File: src/rtl/layer_seq.sv
// layer_seq: fully-connected layer sequencer streaming feature/weight pairs into a shared 2-stage multiplier.
// Define LAYER_SEQ_RELU_EN for ReLU output clamping (hidden layer); default is signed saturation (logits).
module layer_seq #(
    parameter int IN_LEN  = 784,
    parameter int OUT_LEN = 10,
    parameter int ACC_W   = 32,
    parameter int SHIFT   = 8,
    parameter int FA_W    = 10,
    parameter int WA_W    = 14,
    parameter int NA_W    = 4
) (
    input  logic                     clk,
    input  logic                     rstn,
    input  logic                     start,
    output logic                     busy,
    output logic                     mem_rd_en,
    output logic [FA_W-1:0]          feat_addr,
    output logic [WA_W-1:0]          weight_addr,
    output logic [NA_W-1:0]          bias_addr,
    input  logic signed [15:0]       bias_data,
    output logic                     mac_en,
    input  logic signed [15:0]       mac_result,
    input  logic                     mac_done,
    output logic [7:0]               out_data,
    output logic [NA_W-1:0]          out_idx,
    output logic                     out_valid,
    output logic                     layer_done
);
    typedef enum logic [2:0] {IDLE, ISSUE, DRAIN, OUT, FIN} state_t;
    state_t state, state_nx;
    logic [FA_W-1:0] k;
    logic [FA_W:0] rcv, rcv_nx;
    logic [NA_W-1:0] n;
    logic [WA_W-1:0] waddr;
    logic signed [ACC_W-1:0] acc, acc_nx, s;
    logic [7:0] act;
    logic last_k, last_n;

    assign last_k = k == FA_W'(IN_LEN - 1);
    assign last_n = n == NA_W'(OUT_LEN - 1);
    assign acc_nx = mac_done ? acc + ACC_W'(mac_result) : acc;
    assign rcv_nx = rcv + {{FA_W{1'b0}}, mac_done};
    assign s = (acc + ACC_W'(bias_data)) >>> SHIFT;
    assign feat_addr = k;
    assign weight_addr = waddr;
    assign bias_addr = n;

`ifdef LAYER_SEQ_RELU_EN
    assign act = s < 0 ? 8'd0 : (s > ACC_W'(255) ? 8'hFF : s[7:0]);
`else
    assign act = s < ACC_W'(-128) ? 8'h80 : (s > ACC_W'(127) ? 8'h7F : s[7:0]);
`endif

    always_ff @(posedge clk or negedge rstn) begin
        if (!rstn) state <= IDLE;
        else state <= state_nx;
    end

    // DRAIN looks at the post-accumulate count so a done landing on the exit cycle is not lost
    always_comb begin
        state_nx = state;
        mem_rd_en = 1'b0;
        busy = state != IDLE;
        case (state)
            IDLE:    state_nx = start ? ISSUE : IDLE;
            ISSUE: begin
                mem_rd_en = 1'b1;
                state_nx = last_k ? DRAIN : ISSUE;
            end
            DRAIN:   state_nx = rcv_nx == (FA_W+1)'(IN_LEN) ? OUT : DRAIN;
            OUT:     state_nx = last_n ? FIN : ISSUE;
            FIN:     state_nx = IDLE;
            default: state_nx = IDLE;
        endcase
    end

    always_ff @(posedge clk or negedge rstn) begin
        if (!rstn) begin
            k <= '0;
            n <= '0;
            waddr <= '0;
            acc <= '0;
            rcv <= '0;
            mac_en <= 1'b0;
            out_data <= '0;
            out_idx <= '0;
            out_valid <= 1'b0;
            layer_done <= 1'b0;
        end else begin
            mac_en <= mem_rd_en;
            out_valid <= state == OUT;
            layer_done <= state == FIN;
            acc <= acc_nx;
            rcv <= rcv_nx;
            if (state == ISSUE) begin
                k <= k + 1'b1;
                waddr <= waddr + 1'b1;
            end
            if (state == IDLE && start) begin
                k <= '0;
                n <= '0;
                waddr <= '0;
                acc <= '0;
                rcv <= '0;
            end
            if (state == OUT) begin
                out_data <= act;
                out_idx <= n;
                acc <= '0;
                rcv <= '0;
                k <= '0;
                if (!last_n) n <= n + 1'b1;
            end
        end
    end
endmodule

File: config.mk
export PLATFORM = sky130hd
export DESIGN_NAME = layer_seq
export DESIGN_NICKNAME = d
export VERILOG_FILES = /design/src/rtl/layer_seq.sv
export SDC_FILE = /design/constraint.sdc
export NUM_CORES = 1
export LEC_CHECK = 0
export ABC_AREA = 1
export CORE_UTILIZATION = 40
export DETAILED_ROUTE_END_ITERATION = 7
export GPL_TIMING_DRIVEN = 0
export PLACE_DENSITY = 0.68
export RECOVER_POWER = 25
export SYNTH_ARGS = -nofsm -noshare
export SYNTH_HDL_FRONTEND = slang
export SYNTH_SLANG_ARGS = --single-unit
File: constraint.sdc
create_clock -name clk -period 4.33 [get_ports clk]
set_input_delay 0.433 -clock clk [delete_from_list [all_inputs] [get_ports clk]]
set_output_delay 0.433 -clock clk [all_outputs]
set_load 0.005 [all_outputs]
# == After elaboration in Yosys (flattened, before gate mapping) ==
# Cells that the tools add are included.
# word_totals
regBits,89
latch_bits,0
mem_bits_rw,0
rom_bits,0
in_bits,36
out_inout_bits,45
word_cells,53
mem_count,0
# classes
addsub,6
mul,0
n_div,0
order_cmp,2
eq_ne,7
n_shift,0
mux,21
n_bitwise,0
reduce_logical,6
# ops
cell,count
$mux W32,3
$add A32 B16 Y32,2
$mux W10,3
$mux W14,2
$gt A24 B8 Y1 const B,1
$lt A24 B8 Y1 const B,1
$mux W11,2
$mux W8,2
$add A14 B1 Y14 const B,1
$mux W4,3
$pmux W3 S4,1
$add A11 B1 Y11,1
$eq A11 B10 Y1 const B,1
$add A10 B1 Y10 const B,1
$eq A10 B10 Y1 const B,1
$reduce_bool A3 Y1,3
$eq A3 B2 Y1 const B,2
$add A4 B1 Y4 const B,1
$eq A4 B4 Y1 const B,1
$eq A3 B1 Y1 const B,1
$eq A3 B3 Y1 const B,1
$logic_not A3 Y1,1
$mux W1,3
$mux W3,1
other kinds (3),3

# == Depth between registers and ports, before layout ==
# depth
depth_word,5
depth_mapped,21

# == Least setup slack after synthesis ==
# No wires, ideal clock.
# synth_timing
path_kind,input port to flip-flop
start,input bias_data[14]
end,register out_data[0]
setup_ns,0.117
arrival_time_ns,2.054
slack_ns,2.159
path_stages,19
path_buffers,0
cell_sequence,ha_1 -> nand2_1 -> inv_1 -> nand2_1 -> nand2_1 -> inv_1 -> nand2_1 -> a21oi_1 -> nand2_1 -> nand2_1 -> nand2_1 -> nor2_1 -> nand2_1 -> nor2_1 -> nand2_1 -> nand2_4 -> nand2_1 -> nand3_1 -> nand2_1
# synth_between
elab_chain_cells,4
# synth_lines
element,line_no,text
"start, declared",20,"input logic signed [15:0] bias_data,"
$add A32 B16 Y32 (*),43,assign s = (acc + ACC_W'(bias_data)) >>> SHIFT;
$gt A24 B8 Y1,51,assign act = s < ACC_W'(-128) ? 8'h80 : (s > ACC_W'(127) ? 8'h7F : s[7:0]);
$mux W8,51,
$mux W8 (*),51,
"end signal, assigned",107,out_data <= act;
"end, declared",24,"output logic [7:0] out_data,"
# Every way passes the cells marked *; elsewhere a longest branch is shown, timed or not.
# A chain may end at the register's enable or synchronous reset.

# == Worst setup path in the final report ==
# layout_timing
start,input bias_data[15]
end,register out_data[6]
# The elaborated chain is that of the path after synthesis.

==> flow_summary_export.csv <==
group,metric,value,unit
setup_path,critPathMaxStageDelay,0.90,ns
setup_path,crit_family,"buffers and inverters",
clock_network,path_clk_slew,0.07,ns
clock_network,htreeDepth,3,
detailed_routing,dr.pass1.iters,5,
sta,clock_skew,0.0143,ns
clock_network,numCtsBuffers,9,
detailed_routing,wl_per_cell,12.7,um
setup_path,slowest_stage,"clkdlybuf4s50_1",
sta,worst_hold_slack,0.469,ns
global_routing,grt_pass1_wl,34900,um
hold_path,hp-start,"out_idx[0]",
flow_run,max_cap_violations,1,
clock_network,clock-sinks,89,
global_routing,grt_pass1_vias,7507,
sta,relSlewSlack,-12.8,%
clock_network,cts-root-buf,"clkbuf_16",
global_routing,track_usage,21.3,%
status,status,"finished, violations left",
layout,nets,1455,
sta,tightest_slew,1.69,ns
setup_path,rrSetupSlack,1.69,ns
setup_path,start_kind,"primary input",
synth,syn_nets,1362,
setup_path,cp.arrival,3.52,ns
hold_path,hold_class,"reg -> reg",
pwr,netSwitchingFraction,51.3,%
floorplanning,die_area,20600,um^2
setup_path,worstRegToRegCells,16,
detailed_routing,routed_wl,20600,um
place,gp_congestion,0.900,
layout,area.growth.synth_to_final,17.5,%
setup_path,reg2reg_from,"acc[8]",
sta,min_period,3.24,ns
pwr,ir_worst_vdd,0.000231,V
synth,yosys_register_bits,89,
setup_path,path_class,"in -> reg",
sta,slew_viol_final,67,
detailed_routing,drc,0,
clock_network,ctsResizeCount,0,
setup_path,required,4.61,ns
setup_path,cp_max_fo,17,
floorplanning,pin_count,81,
pwr,share_seq_of_total_power,22.4,%
setup_path,crit_buf_inv,5,
pwr,p_clk_share,14.1,%
synth,avgSynthCellArea,6.37,um^2
setup_path,end_kind,"register",
place,io_buffer_count,80,
setup_path,crit_chain,"clkdlybuf4s50_1 -> ha_1 -> nand2_1 -> inv_1 -> nand2_1 -> inv_1 -> nand2_1 -> inv_1 -> a21oi_1 -> nand2_1 -> nand2_1 -> nand3_2 -> xnor2_1 -> inv_1 -> nand2_2 -> nand3_1 -> nand2_1",
setup_path,startpoint,"bias_data[15]",
pwr,power_density,581,nW/um^2
global_routing,antenna_found_initial,0,
pwr,p_sw,2810,uW
synth,syn_inst,1258,
pwr,p_comb_share,63.5,%
synth,ys_seq_area_share,27.8,%
pwr,p_int,2670,uW
global_routing,grt_max_degree,67,
clock_network,clock_latency,0.36,ns
layout,mostFrequentLayoutCells,"nand2_1, inv_1, nor2_1",
floorplanning,core_area,19500,um^2
setup_path,crit_top_cell,"nand2_1",
layout,layout-drive-gt1-share,4.42,%
sta,timing.final.crit_share,74.8,%
synth,ys_warn_count,0,
floorplanning,dieHeight,144,um
floorplanning,rows,51,
global_routing,overflow,0,
layout,layout_commonest_cell,"nand2_1",
detailed_routing,ant_nets,0,
sta,hold_viol,0,
hold_path,hold-path-endpoint,"out_idx[0]",
status,failed_checks,"capacitance limit, slew limit",
sta,max_freq,0.309,GHz
clock_network,cts_tree,"done",
floorplanning,dieWidth,144,um
place,dp_hpwl,16900,um
pwr,totalPowerFinal,5480,uW
detailed_routing,vias,7952,
setup_path,worst_r2r_endpoint,"out_data[6]",
synth,netlist_area,8020,um^2
clock_network,cts_buffer_depth,2,
sta,rsz0062_at_grt,"no",
floorplanning,initial_core_util,41.1,%
detailed_routing,drtIter0Drc,434,
detailed_routing,viasPerCell,4.91,
pwr,cellLeakagePower,0.00497,uW
hold_path,holdPathStages,2,
synth,ys_types,45,
layout,antennaDiodeCount,0,
sta,setup_viol,0,
## state kept, by name, indices dropped and copies added, names as in the netlist
signal and count:
feat_addr 10, out_valid 1, state 3, layer_done 1, rcv 11, out_idx 4, out_data 8, mac_en 1
bias_addr 4, weight_addr 14, acc 32
## synth_stat cells, drive strengths merged
| master | count | area share, % |
|---|---|---|
| dfrtp | 89 | 28 |
| a21oi | 85 | 5.3 |
| a21boi | 3 | 0.28 |
| nor4 | 4 | 0.39 |
| and2 | 7 | 0.55 |
| nand3 | 63 | 4.1 |
| and3 | 1 | 0.078 |
| fa | 1 | 0.25 |
| o21bai | 1 | 0.094 |
| nor3 | 25 | 1.9 |
| o221ai | 6 | 0.66 |
| a32o | 2 | 0.25 |
| clkbuf | 2 | 0.22 |
| buf | 8 | 0.55 |
| o41ai | 1 | 0.11 |
| nor3b | 1 | 0.094 |
| xor2 | 10 | 1.1 |
| nor2 | 118 | 6.1 |
| nand4 | 15 | 1.2 |
| o21ai | 68 | 4.2 |
| a21o | 7 | 0.66 |
| ha | 67 | 10 |
| nand2 | 429 | 20 |
| xnor2 | 13 | 1.4 |
| o21a | 4 | 0.37 |
| inv | 208 | 9.7 |
| or2 | 3 | 0.23 |
| a22o | 2 | 0.22 |
| o22ai | 6 | 0.47 |
| a31oi | 6 | 0.47 |
| nand3b | 3 | 0.28 |
## cell families after synthesis
logic type / Yosys count / share of synthesized area [%]
buffers and inverters: 218 / 10.5
XOR/XNOR: 23 / 2.51
flip-flops: 89 / 27.8
AND/OR/NAND/NOR: 669 / 35.4
AO/OA/AOI/OAI: 191 / 13.1
adder cells (fa/ha/maj): 68 / 10.7
## cell type report
type	instances	area [um^2]
buffer	10	51.3
clock buffer	11	253
clock inverter	5	37.5
fill	2086	10100
inverter	208	781
multi-input combinational	951	4930
sequential	89	2230
tap	265	332
timing repair buffer	82	810
## metal layers
layer	up-vias	wire [um]	GRT usage, %	share of wire, %
met1	3589	9900	27.6	48
met4	0	361	6.66	1.8
met5	-	0	0	0
met2	112	9740	36.9	47
met3	27	553	2.50	2.7
li1	4224	-	-	-
## metrics by stage
stage                     std cells  utilization, %  setup TNS [ns]  setup slack [ns]  area, um^2
after global placement         1603            46.9          -49.17            -0.564        9150
after CTS                      1621            48.5               0              1.07        9480
after global routing           1621            48.3               0             0.596        9420
final                          1621            48.3               0              1.09        9420
after floorplan                1258               -               0              2.16        8020
after detailed placement       1604            47.0               0             0.713        9180
## worst max path at each step
stage / end / slack, ns / depth (start not counted)
after floorplan: out_data[0] / 2.16 / 19
after global placement: acc[6] / -0.56 / 1
after detailed placement: out_data[6] / 0.71 / 17
after CTS: out_data[6] / 1.07 / 17
after global routing: acc[11] / 0.60 / 3
final: out_data[6] / 1.09 / 17
## power groups by stage
stage	registers [uW]	clock network (uW)	logic, uW
global route	1250	821	3990
CTS	1220	794	3460
global placement	1230	0	3390
finish	1230	770	3480
floorplan	1150	0	2690
detailed placement	1240	0	3440
## worst reg2reg max path, cell delays in order, from the launching register on
cell	delay, ns
dfrtp_1	0.45
ha_1	0.38
nand2_1	0.09
nand2_1	0.09
nand2_1	0.07
nand2_1	0.08
inv_1	0.08
nand3_2	0.12
nand2_1	0.13
nand2_1	0.08
nand2_1	0.08
nand3_2	0.07
xnor2_1	0.42
inv_1	0.10
nand2_2	0.15
nand3_1	0.11
nand2_1	0.08
## repair_timing
| action | 4_1_cts | 5_1_grt |
|---|---|---|
| hold endpoints to repair | 23 | 0 |
| setup buffers | 0 | 0 |
| hold buffers | 1 | 0 |
(Power assumes the default switching activity.)
